## config.mk

```make
export PLATFORM = sky130hd
export DESIGN_NAME = spi_fpga_master_ctrl
export DESIGN_NICKNAME = d
export VERILOG_FILES = /design/src/rtl/spi_fpga_pkg.sv /design/src/rtl/spi_fpga_sclk_gen.sv /design/src/rtl/spi_fpga_master_ctrl.sv
export SDC_FILE = /design/constraint.sdc
export NUM_CORES = 1
export LEC_CHECK = 0
export ABC_AREA = 1
export CORE_MARGIN = 5
export CORE_UTILIZATION = 30
export DETAILED_ROUTE_END_ITERATION = 10
export PLACE_DENSITY = 0.53
export SLEW_MARGIN = 5
export SYNTH_ARGS = -nofsm -noshare
export SYNTH_HDL_FRONTEND = slang
export SYNTH_SLANG_ARGS = --single-unit
```

## constraint.sdc

```tcl
create_clock -name IN_CLK -period 2.07 [get_ports IN_CLK]
set_input_delay 0.207 -clock IN_CLK [delete_from_list [all_inputs] [get_ports IN_CLK]]
set_output_delay 0.207 -clock IN_CLK [all_outputs]
set_load 0.005 [all_outputs]
```

## src/rtl/spi_fpga_pkg.sv

```systemverilog
// Shared definitions for the SPI master: FSM state encoding, SPI mode
// constants and counter widths used by the controller and its SCLK divider.
package spi_fpga_pkg;

   typedef enum logic [1:0] {
      ST_IDLE     = 2'd0,
      ST_SETUP    = 2'd1,
      ST_TRANSFER = 2'd2,
      ST_HOLD     = 2'd3
   } spi_state_e;

   // Mode constants as {CPOL, CPHA} pairs
   localparam logic [1:0] SPI_MODE0 = 2'b00;
   localparam logic [1:0] SPI_MODE1 = 2'b01;
   localparam logic [1:0] SPI_MODE2 = 2'b10;
   localparam logic [1:0] SPI_MODE3 = 2'b11;

   // Divider counts up to CLK_DIV-1 (max 254); edge counter reaches 2*32+1
   localparam int DIV_CNT_W  = 8;
   localparam int EDGE_CNT_W = 7;

   // CPHA=0 modes capture on the leading edge, CPHA=1 modes on the trailing one
   function automatic logic sample_on_leading(input logic [1:0] mode);
      return (mode == SPI_MODE0) || (mode == SPI_MODE2);
   endfunction

endpackage

```

## src/rtl/spi_fpga_sclk_gen.sv

```systemverilog
// SCLK timebase: divides the system clock by CLK_DIV while enabled, strobing
// tick_o once per CLK_DIV cycles and counting the strobes since enable.
// lead_o tells whether the strobe in progress is an odd (leading) edge.
module spi_fpga_sclk_gen
   import spi_fpga_pkg::*;
#(
   parameter int CLK_DIV = 2
) (
   input  logic                  clk_i,
   input  logic                  rst_i,
   input  logic                  en_i,
   output logic                  tick_o,
   output logic                  lead_o,
   output logic [EDGE_CNT_W-1:0] edge_cnt_o
);

   localparam logic [DIV_CNT_W-1:0] DIV_LAST = DIV_CNT_W'(CLK_DIV - 1);

   logic [DIV_CNT_W-1:0]  div_q, div_d;
   logic [EDGE_CNT_W-1:0] cnt_q, cnt_d;

   assign tick_o     = en_i && (div_q == DIV_LAST);
   assign lead_o     = ~cnt_q[0];
   assign edge_cnt_o = cnt_q;

   // Divider and strobe counter; both restart from zero whenever disabled
   always_comb begin
      div_d = div_q;
      cnt_d = cnt_q;
      if (!en_i) begin
         div_d = '0;
         cnt_d = '0;
      end else if (tick_o) begin
         div_d = '0;
         cnt_d = cnt_q + 1'b1;
      end else begin
         div_d = div_q + 1'b1;
      end
   end

   // Counter registers with synchronous reset
   always_ff @(posedge clk_i) begin
      if (rst_i) begin
         div_q <= '0;
         cnt_q <= '0;
      end else begin
         div_q <= div_d;
         cnt_q <= cnt_d;
      end
   end

endmodule

```

## src/rtl/spi_fpga_master_ctrl.sv

```systemverilog
// SPI master controller: one PACK_LENGTH-bit frame per accepted IN_START,
// IDLE -> SETUP -> TRANSFER -> HOLD, every output registered.
// Optional build macro SPI_FPGA_MASTER_LOOPBACK_EN: receive path samples the
// internal MOSI instead of the MISO pin.
module spi_fpga_master_ctrl
   import spi_fpga_pkg::*;
#(
   parameter int CPHA                       = 1,
   parameter int CPOL                       = 1,
   parameter int PACK_LENGTH                = 8,
   parameter int PACK_BIT_SEQUENCE_TRANSMIT = 1,
   parameter int PACK_BIT_SEQUENCE_RECEIVE  = 1,
   parameter int CLK_DIV                    = 2
) (
   input  logic                   IN_CLK,
   input  logic                   IN_RESET,
   input  logic                   IN_START,
   input  logic [PACK_LENGTH-1:0] IN_TRANSMIT_DATA,
   input  logic                   MISO,
   output logic                   SCLK,
   output logic                   MOSI,
   output logic                   CS,
   output logic [PACK_LENGTH-1:0] OUT_RECEIVE_DATA,
   output logic                   OUT_BUSY,
   output logic                   OUT_DONE
);

   localparam int                    N           = PACK_LENGTH;
   localparam logic                  CPOL_BIT    = 1'(CPOL);
   localparam logic [1:0]            MODE        = {1'(CPOL), 1'(CPHA)};
   localparam logic                  SAMPLE_LEAD = sample_on_leading(MODE);
   localparam logic [EDGE_CNT_W-1:0] LAST_EDGE   = EDGE_CNT_W'(2 * N - 1);

   spi_state_e state_q, state_d;
   logic       sclk_q, sclk_d, mosi_q, mosi_d, cs_q, cs_d;
   logic       busy_q, busy_d, done_q, done_d;
   logic [N-1:0] tx_q, tx_d, rx_q, rx_d, rdata_q, rdata_d;
   logic [N-1:0] tx_ord, rx_ord;
   logic         rx_bit, tick, lead;
   logic [EDGE_CNT_W-1:0] edge_cnt;

`ifdef SPI_FPGA_MASTER_LOOPBACK_EN
   logic unused_miso;
   assign unused_miso = MISO;
   assign rx_bit      = mosi_q;
`else
   assign rx_bit = MISO;
`endif

   // Shifters always move MSB-first; bit order is fixed up at the edges
   for (genvar i = 0; i < N; i++) begin : g_ord
      assign tx_ord[i] = (PACK_BIT_SEQUENCE_TRANSMIT != 0) ? IN_TRANSMIT_DATA[i]
                                                           : IN_TRANSMIT_DATA[N-1-i];
      assign rx_ord[i] = (PACK_BIT_SEQUENCE_RECEIVE != 0) ? rx_q[i] : rx_q[N-1-i];
   end

   spi_fpga_sclk_gen #(.CLK_DIV(CLK_DIV)) u_sclk_gen (
      .clk_i      (IN_CLK),
      .rst_i      (IN_RESET),
      .en_i       (state_q != ST_IDLE),
      .tick_o     (tick),
      .lead_o     (lead),
      .edge_cnt_o (edge_cnt)
   );

   // Next-state and output decode; each divider strobe in SETUP/TRANSFER is one SCLK edge
   always_comb begin
      state_d = state_q;
      sclk_d  = sclk_q;
      mosi_d  = mosi_q;
      cs_d    = cs_q;
      busy_d  = busy_q;
      done_d  = 1'b0;
      tx_d    = tx_q;
      rx_d    = rx_q;
      rdata_d = rdata_q;
      case (state_q)
         ST_IDLE: begin
            sclk_d = CPOL_BIT;
            mosi_d = 1'b0;
            if (IN_START) begin
               state_d = ST_SETUP;
               cs_d    = 1'b0;
               busy_d  = 1'b1;
               rx_d    = '0;
               tx_d    = tx_ord;
               // CPHA=0 presents the first bit before any clock edge
               if (SAMPLE_LEAD) begin
                  mosi_d = tx_ord[N-1];
                  tx_d   = {tx_ord[N-2:0], 1'b0};
               end
            end
         end
         ST_SETUP, ST_TRANSFER: begin
            if (tick) begin
               state_d = (edge_cnt == LAST_EDGE) ? ST_HOLD : ST_TRANSFER;
               sclk_d  = ~sclk_q;
               if (lead == SAMPLE_LEAD) begin
                  rx_d = {rx_q[N-2:0], rx_bit};
               end else if (lead || (edge_cnt != LAST_EDGE)) begin
                  mosi_d = tx_q[N-1];
                  tx_d   = {tx_q[N-2:0], 1'b0};
               end
            end
         end
         ST_HOLD: begin
            if (tick) begin
               state_d = ST_IDLE;
               cs_d    = 1'b1;
               busy_d  = 1'b0;
               done_d  = 1'b1;
               mosi_d  = 1'b0;
               rdata_d = rx_ord;
            end
         end
         default: state_d = ST_IDLE;
      endcase
   end

   // State and output registers; reset aborts any frame in progress
   always_ff @(posedge IN_CLK) begin
      if (IN_RESET) begin
         state_q <= ST_IDLE;
         sclk_q  <= CPOL_BIT;
         mosi_q  <= 1'b0;
         cs_q    <= 1'b1;
         busy_q  <= 1'b0;
         done_q  <= 1'b0;
         tx_q    <= '0;
         rx_q    <= '0;
         rdata_q <= '0;
      end else begin
         state_q <= state_d;
         sclk_q  <= sclk_d;
         mosi_q  <= mosi_d;
         cs_q    <= cs_d;
         busy_q  <= busy_d;
         done_q  <= done_d;
         tx_q    <= tx_d;
         rx_q    <= rx_d;
         rdata_q <= rdata_d;
      end
   end

   assign SCLK             = sclk_q;
   assign MOSI             = mosi_q;
   assign CS               = cs_q;
   assign OUT_BUSY         = busy_q;
   assign OUT_DONE         = done_q;
   assign OUT_RECEIVE_DATA = rdata_q;

endmodule

```

-- Yosys cells after proc, flatten, opt, wreduce, memory -nomap -nowiden
Index checks and enable logic that the tools add are counted.
- $add $sub $neg: 2
- multipliers: 0
- div/mod/pow operators: 0
- magnitude comparators: 0
- equality and inequality tests: 12
- shift-type cells: 0
- muxes and demuxes: 27
- bitwise gates (word level): 4
- reductions and logical operators: 17
- operator list (cell ; number):
    2-to-1 mux 8 bit ; 7
    case mux 8 bit (2 select lines) ; 2
    2-to-1 mux 1 bit ; 10
    != test 2 bit, second input constant ; 5
    adder 8 x 1 -> 8 bit, second input constant ; 1
    == test 8 x 1 -> 1 bit, second input constant ; 1
    AND reduction 4 bit ; 2
    adder 7 x 1 -> 7 bit, second input constant ; 1
    == test 7 x 4 -> 1 bit, second input constant ; 1
    != test 7 x 4 -> 1 bit, second input constant ; 1
    2-to-1 mux 2 bit ; 3
    case mux 1 bit (2 select lines) ; 3
    case mux 2 bit (3 select lines) ; 1
    AND reduction 3 bit ; 2
    nonzero test 2 bit ; 3
    OR reduction 2 bit ; 3
    AND reduction 5 bit ; 1
    == test 2 bit, second input constant ; 2
    NOT 1 bit ; 4
    AND reduction 2 bit ; 2
    case mux 1 bit (3 select lines) ; 1
    OR reduction 3 bit ; 1
    == test 2 x 1 -> 1 bit, second input constant ; 1
    logical NOT 2 bit ; 1
    3 further kinds ; 3
- register bits: 46
- bits in latches: 0
- memory bits (writable): 0
- ROM bits: 0
- bits of input ports: 12
- memories kept: 0

-- Logic depth before layout (Yosys ltp)
Gate-level depths: netlist of the first run.
- depth in word-level cells: 6
- gate-level depth with buffers: 11

-- Modules after synthesis
From an unflattened synthesis of the first run, not the netlist that was laid out.
- cell total of the unflattened synthesis: 308
- area, all modules: 2148.3 sq um
- by module, submodules not included (module ; times used ; cells each ; area an instance (sq um) ; sequential area each (sq um)):
    spi_fpga_master_ctrl ; 1 ; 198 ; 1382.6 ; 620.6
    spi_fpga_sclk_gen ; 1 ; 110 ; 765.7 ; 300.3

-- Least setup slack after synthesis of the first run
No wires, ideal clock.
- path kind: reg2reg
- start point: register state_q[0]
- end point: register rx_q[2] (netlist: rx_ord[2])
- setup time: 115 ps
- data arrival time: 1417 ps
- required time: 1955 ps
- slack: 538 ps
- stages on the path, launching flop included: 8
- period minus slack after synthesis: 1532 ps
- path through: dfxtp_1 -> inv_1 -> ha_1 -> o21ai_1 -> buf_2 -> nand4_1 -> nand2_1 -> nor2_1
- longest elaborated chain between the ends: 4
- elaborated cells between the ends (all ways): 12
- those cells by class: eq/ne (5); mux (1); reduce/logical (6)
- ends and longest elaborated chain (what ; line ; source):
    from (decl) ; spi_fpga_master_ctrl.sv:34 ; spi_state_e state_q, state_d;
    from (signal assigned) ; spi_fpga_master_ctrl.sv:133 ; state_q <= state_d;
    == test 2 x 1 -> 1 bit (tied with other cells) ; spi_fpga_master_ctrl.sv:77 ; case (state_q)
    OR reduction 2 bit / logical AND 1 bit (equally long branches) ; spi_fpga_master_ctrl.sv:77, spi_fpga_sclk_gen.sv:22 ;
    != test 2 x 1 -> 1 bit (no line) (tied with other cells) ; - ;
    AND reduction 4 bit (no line) ; - ;
    to (signal assigned) ; spi_fpga_master_ctrl.sv:140 ; rx_q <= rx_d;
    to (decl) ; spi_fpga_master_ctrl.sv:37 ; logic [N-1:0] tx_q, tx_d, rx_q, rx_d, rdata_q, rdata_d;
Several ways; a longest one is shown, not always the timed one.
A chain may end at the register's enable or synchronous reset.

-- Worst setup path in the final report of the first run
- start point: register state_q[0]
- end point: register rx_q[5] (netlist: rx_ord[5])
Same word-level chain as after synthesis.

==> metrics.cfg, run 1 <==
[outcome]
outcome = finished, final reports clean

[grt]
grt_usage_pct = 11.0
grt_antenna_before_repair = 0
grt.overflow.total = 0
grt_first_pass_wirelength_um = 7820
grt_pass1_vias = 1744
grt_max_degree = 24

[finish]
nNetsFinal = 341
multi_input_area_mm2 = 0.00104
syn_to_final_growth_pct = 21.6
fill_cells = 752
utilization_pct = 37.6
seq_area_um2 = 921
antenna_cells = 0
drive_above_1_share_pct = 9.23

[synthesis]
syn-instance-count = 295
synthTopCellsByCount = nand2_1 (102), dfxtp_1 (46), nor2_1 (28)
synth_edf_count = 0
syn_area_mm2 = 0.00211
synth_fp_nets = 312
yosysSeqAreaShare_pct = 43.6
synth-seq-cells = 46
synth_area_per_cell_um2 = 7.16
synthFlopType = dfxtp_1
ys_async_sr_fraction_pct = 0
synth_top_area_cell = dfxtp_1
synth.most_common_cell = nand2_1
ys_top_cells_by_area = dfxtp_1 (44%), nand2_1 (18%), nor2_1 (5.0%), a21oi_1 (4.7%), nand3_1 (4.5%)
yosys_warnings = 0
yosysTopAreaCellShare_pct = 43.6
ys_types = 28

[cts]
clockBufferDepth = 2
clock-sinks = 46
worstSkewPairLatency_ns = 0.30
cts-root-buf = clkbuf_8
post_cts_resized = 0
cts_setup_buffers = 0
cts_inserted_buffers = 5
cts_hold_buffers = 0
clk_pin_slew_ns = 0.08
cts_tree = built
h-tree-depth = 2

[setup_path]
path_buf_inv = 2
crit_fanout = 23
worst_setup_path_start_kind = flip-flop
endpoint_kind = flip-flop
arrival_ns = 1.96
critPathKind = reg2reg
crit_slowest_cell = dfxtp_1
crit_chain = inv_1, ha_1, inv_2, nand2_1, nor2_4, nand2_4, nand2_4, nand3_2, a21oi_1, nor2_1
critPathRequiredTime_ns = 2.27
r2r_setup_slack_ns = 0.31
crit_path_frequent_cell = nand2_4
critical_path.max_stage_delay_ns = 0.36
cp_top_family = simple AND/OR/NAND/NOR gates

[sta]
maxSlewHeadroom_pct = 77.7
fin_setup_tns_ns = 0
fmax_ghz = 0.568
grt_setup_unrepaired = no
post-route-period-util_pct = 85.1
fin_crit_ns = 1.76
slew_violations = 0
setup_viol = 0
hold_viol_final = 0
clock_skew_ns = 0.00423
worst_pin_slew_ns = 0.335

[pwr]
max-vdd-ir-drop_mv = 0.274
pwr-share-seq_pct = 45.4
power.leakage_nw = 1.08
p_sw_uw = 711
p_int_mw = 1.57
switching_share_pct = 31.2
power_per_cell_area_mw_per_mm2 = 886
total_power_mw = 2.28
comb_power_share_pct = 25.9
power.share.clock_pct = 28.7

[floorplanning]
die-area_mm2 = 0.00882
core_area_mm2 = 0.00683
initial_core_util_pct = 30.9
die-width_um = 93.9
io_pins = 25
core.rowCount = 30
dieHeight_um = 93.9

[detailed_routing]
wire_per_inst_um = 10.4
firstDrtPassIters = 4
vias_per_cell = 4.38
drtIter0Drc = 74
vias = 1845
wirelength_um = 4370
drc_errors = 0
postRouteAntennaNets = 0

[worst_hold_path]
worstHoldPathType = reg2reg

[job]
drv_cap = 0

[placed_design]
hpwlAfterDp_um = 3170
port_buffers = 24
globalplace.congestion = 0.765

-- per-stage QoR --
step / hold slack (ns) / instances / worst slack [ns] / cell area, um2
floorplan: 0.372 / 295 / 0.538 / 2110
global placement: 0.439 / 413 / 0.364 / 2460
detailed placement: 0.442 / 413 / 0.307 / 2460
CTS: 0.458 / 421 / 0.287 / 2570
global route: 0.488 / 421 / 0.117 / 2570
finish: 0.451 / 421 / 0.309 / 2570
-- metal layers --
layer,vias to the layer above,global-route usage (%),part of all wire [%]
met1,809,14.6,50
met5,-,0,0
met2,28,17.0,44
met4,0,4.69,2.0
met3,6,2.56,3.5
li1,1002,-,-
-- cells in the final DEF, fill, tap and decap left out --
master,Yosys,layout
o21ai_0,7,7
clkdlybuf4s50_1,0,24
ha_1,5,5
dfxtp_1,46,46
nor4_1,1,1
nor2_4,2,2
nand2_4,4,4
o21ai_1,1,1
buf_4,2,7
a21oi_1,20,20
nor2_2,2,2
clkbuf_8,0,5
a31oi_1,6,6
a21boi_0,1,1
nand3_2,1,1
bufinv_16,0,1
inv_2,5,5
nor3b_1,2,2
nor2_1,28,28
nor3_1,4,4
or2_0,1,1
nand3_1,19,19
clkinv_1,2,2
inv_1,17,17
nand2_2,1,1
clkinv_2,0,2
nand4_1,7,7
nand2_1,102,102
xor2_1,2,2
-- worst min-delay path, stage by stage (launching register included) --
cell and delay (ns):
dfxtp_1 0.31, nand2_1 0.06, nand2_1 0.04
-- kinds of logic after synthesis --
logic type	count (synthesis)	synth area share, %
buf+inv	33	7.40
flops	46	43.6
xor+xnor	2	0.829
simple gates	174	36.5
compound gates	35	8.76
fa+ha+maj	5	2.96
-- worst paths after layout --
path | from | to | cells after the start
max | state_q[0]$_SDFFE_PP0P_ | rx_ord[5]$_SDFFE_PP0P_ | 10
min | OUT_RECEIVE_DATA[3]$_SDFFE_PP0P_ | OUT_RECEIVE_DATA[3]$_SDFFE_PP0P_ | 2
max reg2reg | state_q[0]$_SDFFE_PP0P_ | rx_ord[5]$_SDFFE_PP0P_ | 10
min reg2reg | OUT_RECEIVE_DATA[3]$_SDFFE_PP0P_ | OUT_RECEIVE_DATA[3]$_SDFFE_PP0P_ | 2
-- power groups by stage --
stage	Clock (mW)	Sequential, mW	Combinational (mW)
6_report	0.654	1.03	0.590
5_1_grt	0.724	1.05	0.677
4_1_cts	0.692	1.03	0.597
3_5_place_dp	0	1.05	0.595
3_3_place_gp	0	1.05	0.593
2_1_floorplan	0	1.04	0.463
-- registers in the layout, indices dropped and copies added (netlist names) --
signal and cells:
CS 1, OUT_BUSY 1, rx_ord 8, u_sclk_gen.div_q 8, OUT_DONE 1, tx_q 8
u_sclk_gen.edge_cnt_o 7, SCLK 1, OUT_RECEIVE_DATA 8, MOSI 1, state_q 2
-- area by class of cell --
type / instances / area share [%]
multi-input cells: 216 / 40.3
flip-flops and latches: 46 / 35.9
repair buffers: 31 / 11.4
well taps: 96 / 4.68
inverters: 24 / 3.51
clock buffers: 5 / 2.68
clock inverters: 3 / 1.56
Note: power is estimated with default switching activity, not from simulation.
==> run 2, diff against run 1 <==
Settings changed: GPL_ROUTABILITY_DRIVEN set to 0, HOLD_SLACK_MARGIN set to 0.15.
==> results of run 2 <==
Same layout as run 1: the final DEF is identical, and so are final timing and power.
